### config.mk
export PLATFORM = sky130hd
export DESIGN_NAME = sc_lane_scheduler
export DESIGN_NICKNAME = d
export VERILOG_FILES = /design/src/rtl/sc_lane_scheduler.sv
export SDC_FILE = /design/constraint.sdc
export NUM_CORES = 1
export LEC_CHECK = 0
export CORE_UTILIZATION = 40
export CTS_CLUSTER_SIZE = 25
export DETAILED_ROUTE_END_ITERATION = 16
export SYNTH_ARGS = -nofsm -noshare
export SYNTH_HDL_FRONTEND = slang
export SYNTH_SLANG_ARGS = --single-unit
### constraint.sdc
create_clock -name SC_LANE_SCHEDULER_CLOCK_50 -period 3.71 [get_ports SC_LANE_SCHEDULER_CLOCK_50]
set_clock_uncertainty 0.2 [all_clocks]
set_input_delay 0.742 -clock SC_LANE_SCHEDULER_CLOCK_50 [delete_from_list [all_inputs] [get_ports SC_LANE_SCHEDULER_CLOCK_50]]
set_output_delay 0.742 -clock SC_LANE_SCHEDULER_CLOCK_50 [all_outputs]
set_load 0.01 [all_outputs]
### src/rtl/sc_lane_scheduler.sv
// Play-time sequencer for the Frogger playfield: game tick prescaler, per-lane
// shift timers, and a single-issue FSM that pairs every lane shift or frog move with one collision check.
module sc_lane_scheduler #(
   parameter int TICK_DIV    = 2_500_000,
   parameter int NUM_LANES   = 4,
   parameter int BASE_PERIOD = 3,
   parameter int LANE_SKEW   = 1
) (
   input  logic                 SC_LANE_SCHEDULER_CLOCK_50,
   input  logic                 SC_LANE_SCHEDULER_RESET_InHigh,
   input  logic                 SC_LANE_SCHEDULER_clear_InLow,
   input  logic                 SC_LANE_SCHEDULER_run_InHigh,
   input  logic [3:0]           SC_LANE_SCHEDULER_level_In,
   input  logic                 SC_LANE_SCHEDULER_frogReq_InHigh,
   input  logic                 SC_LANE_SCHEDULER_checkDone_InHigh,
   input  logic                 SC_LANE_SCHEDULER_collision_InHigh,
   output logic [NUM_LANES-1:0] SC_LANE_SCHEDULER_laneShift_Out,
   output logic                 SC_LANE_SCHEDULER_frogAck_OutHigh,
   output logic                 SC_LANE_SCHEDULER_checkStart_OutHigh,
   output logic                 SC_LANE_SCHEDULER_gameOver_OutHigh,
   output logic                 SC_LANE_SCHEDULER_busy_OutHigh
);

   localparam int                PS_W    = $clog2(TICK_DIV);
   localparam logic [PS_W-1:0]   PS_LAST = PS_W'(TICK_DIV - 1);

   localparam logic [2:0] ST_IDLE     = 3'd0;
   localparam logic [2:0] ST_FROG     = 3'd1;
   localparam logic [2:0] ST_SHIFT    = 3'd2;
   localparam logic [2:0] ST_CHKSTART = 3'd3;
   localparam logic [2:0] ST_CHKWAIT  = 3'd4;
   localparam logic [2:0] ST_HALT     = 3'd5;

   logic [2:0]           r_state;
   logic [2:0]           w_state_next;
   logic [PS_W-1:0]      r_presc;
   logic [NUM_LANES-1:0] r_due;
   logic [NUM_LANES-1:0] w_new_due;
   logic                 r_frog_pend;
   logic                 w_srst;
   logic                 w_presc_en;
   logic                 w_tick;

   // Game clear from the general FSM is a second, active-low synchronous reset.
   assign w_srst     = SC_LANE_SCHEDULER_RESET_InHigh | ~SC_LANE_SCHEDULER_clear_InLow;
   assign w_presc_en = SC_LANE_SCHEDULER_run_InHigh && (r_state != ST_HALT);
   assign w_tick     = w_presc_en && (r_presc == PS_LAST);

   for (genvar gi = 0; gi < NUM_LANES; gi++) begin : g_lane
      localparam logic [8:0] LP_NOMINAL = 9'(BASE_PERIOD + LANE_SKEW * gi);

      logic [8:0] w_diff;
      logic [7:0] w_period;
      logic [7:0] r_cnt;

      // Bit 8 of the difference is the sign; zero or negative periods clamp to one tick.
      assign w_diff         = LP_NOMINAL - {5'd0, SC_LANE_SCHEDULER_level_In};
      assign w_period       = (w_diff[8] || (w_diff == 9'd0)) ? 8'd1 : w_diff[7:0];
      assign w_new_due[gi]  = w_tick && (r_cnt <= 8'd1);

      always_ff @(posedge SC_LANE_SCHEDULER_CLOCK_50) begin
         if (w_srst) begin
            r_cnt <= w_period;
         end else if (w_tick) begin
            r_cnt <= (r_cnt <= 8'd1) ? w_period : r_cnt - 8'd1;
         end
      end
   end

   always_comb begin
      w_state_next = r_state;
      case (r_state)
         ST_IDLE: begin
            if (SC_LANE_SCHEDULER_run_InHigh && r_frog_pend) begin
               w_state_next = ST_FROG;
            end else if (SC_LANE_SCHEDULER_run_InHigh && (|r_due)) begin
               w_state_next = ST_SHIFT;
            end
         end
         ST_FROG:     w_state_next = ST_CHKSTART;
         ST_SHIFT:    w_state_next = ST_CHKSTART;
         ST_CHKSTART: w_state_next = ST_CHKWAIT;
         ST_CHKWAIT: begin
            if (SC_LANE_SCHEDULER_checkDone_InHigh) begin
               w_state_next = SC_LANE_SCHEDULER_collision_InHigh ? ST_HALT : ST_IDLE;
            end
         end
         ST_HALT:     w_state_next = ST_HALT;
         default:     w_state_next = ST_IDLE;
      endcase
   end

   always_ff @(posedge SC_LANE_SCHEDULER_CLOCK_50) begin
      if (w_srst) begin
         r_state     <= ST_IDLE;
         r_presc     <= '0;
         r_due       <= '0;
         r_frog_pend <= 1'b0;
      end else begin
         r_state <= w_state_next;
         if (w_presc_en) begin
            r_presc <= (r_presc == PS_LAST) ? '0 : r_presc + PS_W'(1);
         end
         // The SHIFT cycle consumes the mask, but a lane falling due in that same cycle is kept.
         r_due       <= ((r_state == ST_SHIFT) ? '0 : r_due) | w_new_due;
         r_frog_pend <= (SC_LANE_SCHEDULER_frogReq_InHigh & SC_LANE_SCHEDULER_run_InHigh)
                      | (r_frog_pend & (r_state != ST_FROG));
      end
   end

   assign SC_LANE_SCHEDULER_laneShift_Out      = (r_state == ST_SHIFT) ? r_due : '0;
   assign SC_LANE_SCHEDULER_frogAck_OutHigh    = (r_state == ST_FROG);
   assign SC_LANE_SCHEDULER_checkStart_OutHigh = (r_state == ST_CHKSTART);
   assign SC_LANE_SCHEDULER_gameOver_OutHigh   = (r_state == ST_HALT);
   assign SC_LANE_SCHEDULER_busy_OutHigh       = (r_state == ST_FROG) || (r_state == ST_SHIFT)
                                              || (r_state == ST_CHKSTART) || (r_state == ST_CHKWAIT);

endmodule

==> flow_summary.yaml, run 1 <==
global_routing:
  grt_util_all_layers_pct: 16.13
  grt_first_pass_wirelength_um: 12520
  grt-ovfl-total: 0
  antenna_found_initial: 0
  grt_max_degree: 28
  grt_pass1_vias: 2760
cts:
  postCtsHoldBufs: 0
  cts.sink_count: 62
  clockBufferDepth: 2
  cts_inserted_buffers: 9
  postCtsSetupRepairBufs: 0
  clk_pin_slew_ns: 0.06
  clk_latency_ns: 0.34
  cts_tree: "yes"
  cts-root-buf: "clkbuf_8"
  cts-resized-gates: 0
  htreeDepth: 3
floorplanning:
  fp.dieH_um: 98.44
  dieArea_um2: 9689
  ioPinCount: 19
  core-area_um2: 8848
  fp.dieW_um: 98.44
  start_util_pct: 42.04
  rows: 34
timing:
  setup_tns_ns: 0
  hold_viol_final: 0
  setup_viol: 0
  fmax_mhz: 346.4
  fin_crit_ns: 2.886
  rsz0062_at_grt: "false"
  setup_slack_ns: 0.8235
  drv_slew: 0
  fin_crit_sh_pct: 77.80
  holdWs_ns: 0.2686
  tightest_slew_ns: 0.9924
  slew_headroom_pct: 33.12
setup_path:
  cp.required_ns: 3.51
  worst_setup_path_end_kind: "register"
  worstPathCellList: "ha_1 > and3_1 > nand4_1 > o31ai_4 > buf_4"
  critPathSlowestCell: "o31ai_4"
  crit_type: "register to register"
  cp_slowest_stage_delay_ns: 0.80
  cp-start-kind: "register"
  worstPathArrival_ns: 2.69
  critPathBufInv: 1
  path_delay_family: "compound AO/OA/AOI/OAI gates"
  crit_fanout: 27
logic_synthesis:
  synth_xor_area_share_pct: 8.005
  synthAdderAreaFrac_pct: 6.054
  synth_area_per_cell_um2: 9.538
  synth.distinct_cells: 54
  synthCells: 390
  synth_mux_area_share_pct: 0
  synthSimpleGateAreaFrac_pct: 25.40
  yosysSeqAreaShare_pct: 41.98
  syn_area_um2: 3720
  synth_compound_area_share_pct: 13.25
  synth_edf_count: 32
  synthesis.nets: 419
  ys_ff_latch: 62
  synth_top_family_by_area: "simple AND/OR/NAND/NOR gates"
  synthArstFlopShare_pct: 0
  synthFlopType: "edfxtp_1"
  yosys_warnings: 0
pwr:
  p_sw_w: 0.0004156
  internal-power_w: 0.001105
  power_frac_comb_pct: 13.9
  pwr_density_cell_nw_per_um2: 366.0
  total_power_w: 0.001520
  swShare_pct: 27.33
  clkPwrFrac_pct: 33.1
  leakagePower_nw: 1.453
  vdd_drop_max_uv: 260.8
  pwr-share-seq_pct: 53.0
routing:
  routed.top_layer: "met4"
  wirelength_um: 7212
  first_pass_iters: 6
  routedWlPerCell_um: 13.76
  drc_errors: 0
  num_vias: 2842
  vias_per_cell: 5.424
  wl_met3_um: 197
  wl_met1_um: 3570
  drt_iter0_markers: 84
  detail-route-antenna-nets: 0
  wl_met2_um: 3291
finish:
  layout-drive-gt1-share_pct: 9.856
  final_cells: 524
  area_growth_pct: 11.67
  num-nets-final: 440
  diodes: 0
run_status:
  status: "complete, no violations"
placement:
  dp.cells: 508
  post-place-ws_ns: 0.5782
  gp_congestion: 0.7915
  dp_hpwl_um: 4920
  portBuffers: 18
worst_hold_path:
  min_path_type: "register to register"
job:
  drv_cap: 0
registers in the layout, indices dropped and copies added, names as in the netlist:
register and cells:
r_state 3, g_lane.r_cnt 32, r_due 4, r_presc 22
r_frog_pend 1
cell usage in the layout (no fill, tap or decap), drive strengths merged, types with 5 or more instances in the layout:
cell           synthesis  final
nor2                  43     43
edfxtp                32     32
dfxtp                 30     30
xnor2                 24     24
a21oi                 23     23
nand3                 21     21
inv                   21     21
nand2                 19     19
ha                    18     18
clkdlybuf4s50          0     18
or4                   17     17
o21ai                 15     15
clkbuf                 8     12
nor4                  11     11
xor2                  10     10
and2                  10     10
o31ai                 10     10
buf                    9      9
nand4                  9      9
or3                    6      6
nor3                   5      5
a31oi                  5      5
through the flow:
stage / cell area (um^2) / util [%]
floorplan: 3720 / -
global placement: 3995 / 45.15
detailed placement: 3995 / 45.15
CTS: 4154 / 46.95
global route: 4154 / 46.95
finish: 4154 / 46.95
power groups by stage:
stage	Clock (W)	Sequential [W]	Combinational, W
6_report	0.000503	0.000805	0.000212
5_1_grt	0.000547	0.000811	0.000242
4_1_cts	0.000518	0.000805	0.000214
3_5_place_dp	0	0.000820	0.000212
3_3_place_gp	0	0.000819	0.000210
2_1_floorplan	0	0.000810	0.000163
synth_stat cells (all sizes together) (3+ instances only):
cell type / number / area (um^2)
a21oi: 23 / 118.9
a31o: 3 / 26.28
a31oi: 5 / 31.28
and2: 10 / 63.81
and4: 3 / 26.28
buf: 9 / 76.32
clkbuf: 8 / 40.04
dfxtp: 30 / 600.6
edfxtp: 32 / 960.9
ha: 18 / 225.2
inv: 21 / 81.33
nand2: 19 / 71.32
nand2b: 3 / 18.77
nand3: 21 / 105.1
nand4: 9 / 71.32
nor2: 43 / 161.4
nor3: 5 / 25.02
nor4: 11 / 68.82
nor4b: 4 / 41.29
o211ai: 4 / 30.03
o21a: 4 / 30.03
o21ai: 15 / 75.07
o31ai: 10 / 80.07
o41ai: 3 / 41.29
or3: 6 / 42.54
or4: 17 / 138.9
xnor2: 24 / 210.2
xor2: 10 / 87.58
kinds of logic (layout without fill, tap and decap cells):
kind of cell | Yosys count | in the layout
AO/OA/AOI/OAI | 74 | 74
buffers and inverters | 38 | 64
flip-flops | 62 | 62
XOR/XNOR | 34 | 34
adder cells (fa/ha/maj) | 18 | 18
AND/OR/NAND/NOR | 164 | 164
routing by layer:
layer,track usage [%],vias to the layer above
li1,-,1480
met1,21.07,1307
met2,25.68,41
met3,4.113,14
met4,6.429,0
met5,0,-
layout make-up:
type	count	area, um^2
Sequential cell	62	1562
Timing Repair Buffer	27	247.7
Clock buffer	12	135.1
Tap cell	108	135.1
Fill cell	867	4695
Clock inverter	4	23.77
Multi-Input combinational cell	290	1969
Inverter	21	81.33
worst paths after layout:
check                                 from                 end  slack (ns)  depth (start not counted)
worst max-delay path            r_presc[0]  g_lane[2].r_cnt[5]        0.82                          5
worst min-delay path              r_due[1]            r_due[1]        0.27                          2
worst max register to register  r_presc[0]  g_lane[2].r_cnt[5]        0.82                          5
worst min register to register    r_due[1]            r_due[1]        0.27                          2
worst reg2reg max path, cell delays in order, from the launching register on:
cell	delay, ns
dfxtp_1	0.44
ha_1	0.20
and3_1	0.23
nand4_1	0.19
o31ai_4	0.80
buf_4	0.48
No activity file was read; power rests on OpenSTA's default activity.
==> inputs of run 2 (changes only) <==
==> constraint.sdc (replaced) <==
create_clock -name SC_LANE_SCHEDULER_CLOCK_50 -period 2.69 [get_ports SC_LANE_SCHEDULER_CLOCK_50]
set_clock_uncertainty 0.2 [all_clocks]
set_input_delay 0.538 -clock SC_LANE_SCHEDULER_CLOCK_50 [delete_from_list [all_inputs] [get_ports SC_LANE_SCHEDULER_CLOCK_50]]
set_output_delay 0.538 -clock SC_LANE_SCHEDULER_CLOCK_50 [all_outputs]
set_load 0.01 [all_outputs]
==> flow_summary.yaml, run 2 (synthesis gave the netlist of run 1 again) <==
run_status:
  status: "complete, no violations"
routing:
  wirelength_um: 7279
  num_vias: 2912
  vias_per_cell: 5.453
  drc_errors: 0
  drt_iter0_markers: 53
  first_pass_iters: 7
  detail-route-antenna-nets: 0
  routedWlPerCell_um: 13.63
cts:
  htreeDepth: 3
  cts.sink_count: 62
  cts-root-buf: "clkbuf_8"
  cts_tree: "yes"
  cts_inserted_buffers: 9
  clk_pin_slew_ns: 0.07
  clockBufferDepth: 2
  clk_latency_ns: 0.33
  postCtsSetupRepairBufs: 0
placement:
  post-place-ws_ns: -0.01200
  portBuffers: 18
  gp_congestion: 0.7447
  dp_hpwl_um: 5137
finish:
  largest_reg_flops: 32
  regArea_um2: 1562
  layout_common_cells: "43 x nor2_1, 32 x edfxtp_1, 30 x dfxtp_1"
  multi_input_area_um2: 1993
  diodes: 0
  final_common_cell: "nor2_1"
  area_growth_pct: 16.11
  reg_top3: "g_lane.r_cnt (32), r_presc (22), r_due (4)"
  fillers: 868
  largest_register: "g_lane.r_cnt"
  fin_util_pct: 48.81
  layout-drive-gt1-share_pct: 12.91
  num-nets-final: 450
timing:
  slew_headroom_pct: 56.48
  fin_crit_sh_pct: 93.20
  rsz0062_at_grt: "false"
  fmax_mhz: 398.9
  setup_tns_ns: 0
  setup_slack_ns: 0.1829
  setup_viol: 0
  fin_crit_ns: 2.507
  tightest_slew_ns: 0.6505
  hold_viol_final: 0
  holdWs_ns: 0.2798
  drv_slew: 0
setup_path:
  path_delay_family: "buffers and inverters"
  crit_type: "register to primary output"
  critPathBufInv: 1
  cp.required_ns: 1.95
  worstPathArrival_ns: 1.77
  worstPathCellList: "nor3b_2 > and2_1 > clkdlybuf4s50_1"
  critPathSlowestCell: "clkdlybuf4s50_1"
  cp_slowest_stage_delay_ns: 0.53
  cp-start-kind: "register"
  crit_fanout: 9
  worst_setup_path_end_kind: "primary output"
floorplanning:
  core-area_um2: 8848
  fp.dieH_um: 98.44
  ioPinCount: 19
  rows: 34
  fp.dieW_um: 98.44
  dieArea_um2: 9689
  start_util_pct: 42.04
global_routing:
  antenna_found_initial: 0
  grt_pass1_vias: 2765
  grt-ovfl-total: 0
  grt_util_all_layers_pct: 16.22
  grt_max_degree: 33
  grt_first_pass_wirelength_um: 12630
pwr:
  vdd_drop_max_uv: 291.4
  pwr_density_cell_nw_per_um2: 536.4
  leakagePower_nw: 1.547
job:
  drv_cap: 0
worst_hold_path:
  min_path_type: "register to register"
==> run 2: worst min-delay path: cells and delay by family, from the launching register on <==
kind,cells,cell delay [ns]
AOI/OAI and AO/OA,1,0.05
DFF,1,0.32
and+or+nand+nor,1,0.06
==> run 2: area by class of cell <==
class,count,share of cell area [%]
inverter,21,1.883
sequential,62,36.15
multi-input combinational,290,46.15
timing repair buffer,37,7.764
clock buffer,9,2.868
clock inverter,7,2.057
tap,108,3.129
==> run 2: where the power goes <==
part           switching [W]  total [W]  internal (W)
Combinational       0.000167   0.000321      0.000154
Sequential         0.0000507    0.00111       0.00106
Clock               0.000373   0.000888      0.000515
Total               0.000591    0.00232       0.00173
==> run 2: path summary, 6_finish.rpt <==
kind | startpoint | endpoint | slack [ns] | cells past startpoint
setup / recovery | r_state[1] | SC_LANE_SCHEDULER_laneShift_Out[3] | 0.18 | 3
hold / removal | r_due[1] | r_due[1] | 0.28 | 2
setup reg to reg | g_lane[3].r_cnt[4] | r_due[3] | 0.27 | 5
hold reg to reg | r_due[1] | r_due[1] | 0.28 | 2
==> run 2: metrics by stage <==
| stage | total power, W | instance area (um^2) | instances |
|---|---|---|---|
| 6_report | 0.002317 | 4319 | 534 |
| 5_1_grt | 0.002440 | 4319 | 534 |
| 4_1_cts | 0.002344 | 4303 | 534 |
| 3_5_place_dp | 0.001445 | 4083 | 518 |
| 3_3_place_gp | 0.001441 | 4083 | 518 |
| 2_1_floorplan | 0.001342 | 3720 | 390 |
==> run 2: what timing repair did <==
item | in CTS | in global routing
resized for setup | 1 | 2
hold buffers | 0 | 0
endpoints found under the setup margin | 1 | 7
pin swaps | 0 | 0
==> run 2: per-layer routing <==
metal  routed length [um]  vias to the layer above  global-route usage [%]  part of all wire (%)
met2                 3572                       33                   27.63                    49
met4                   53                        0                   5.281                  0.73
met5                    0                        -                       0                     0
met3                  181                        4                   4.823                   2.5
met1                 3473                     1377                   19.67                    48
li1                     -                     1498                       -                     -
==> inputs of run 3 (changes only) <==
--- a/config.mk
+++ b/config.mk
@@ -8,6 +8,7 @@
 export CORE_UTILIZATION = 40
 export CTS_CLUSTER_SIZE = 25
 export DETAILED_ROUTE_END_ITERATION = 16
+export SKIP_LAST_GASP = 1
 export SYNTH_ARGS = -nofsm -noshare
 export SYNTH_HDL_FRONTEND = slang
 export SYNTH_SLANG_ARGS = --single-unit
==> results of run 3 <==
Same layout as run 2: the final DEF is identical, and so are final timing and power.
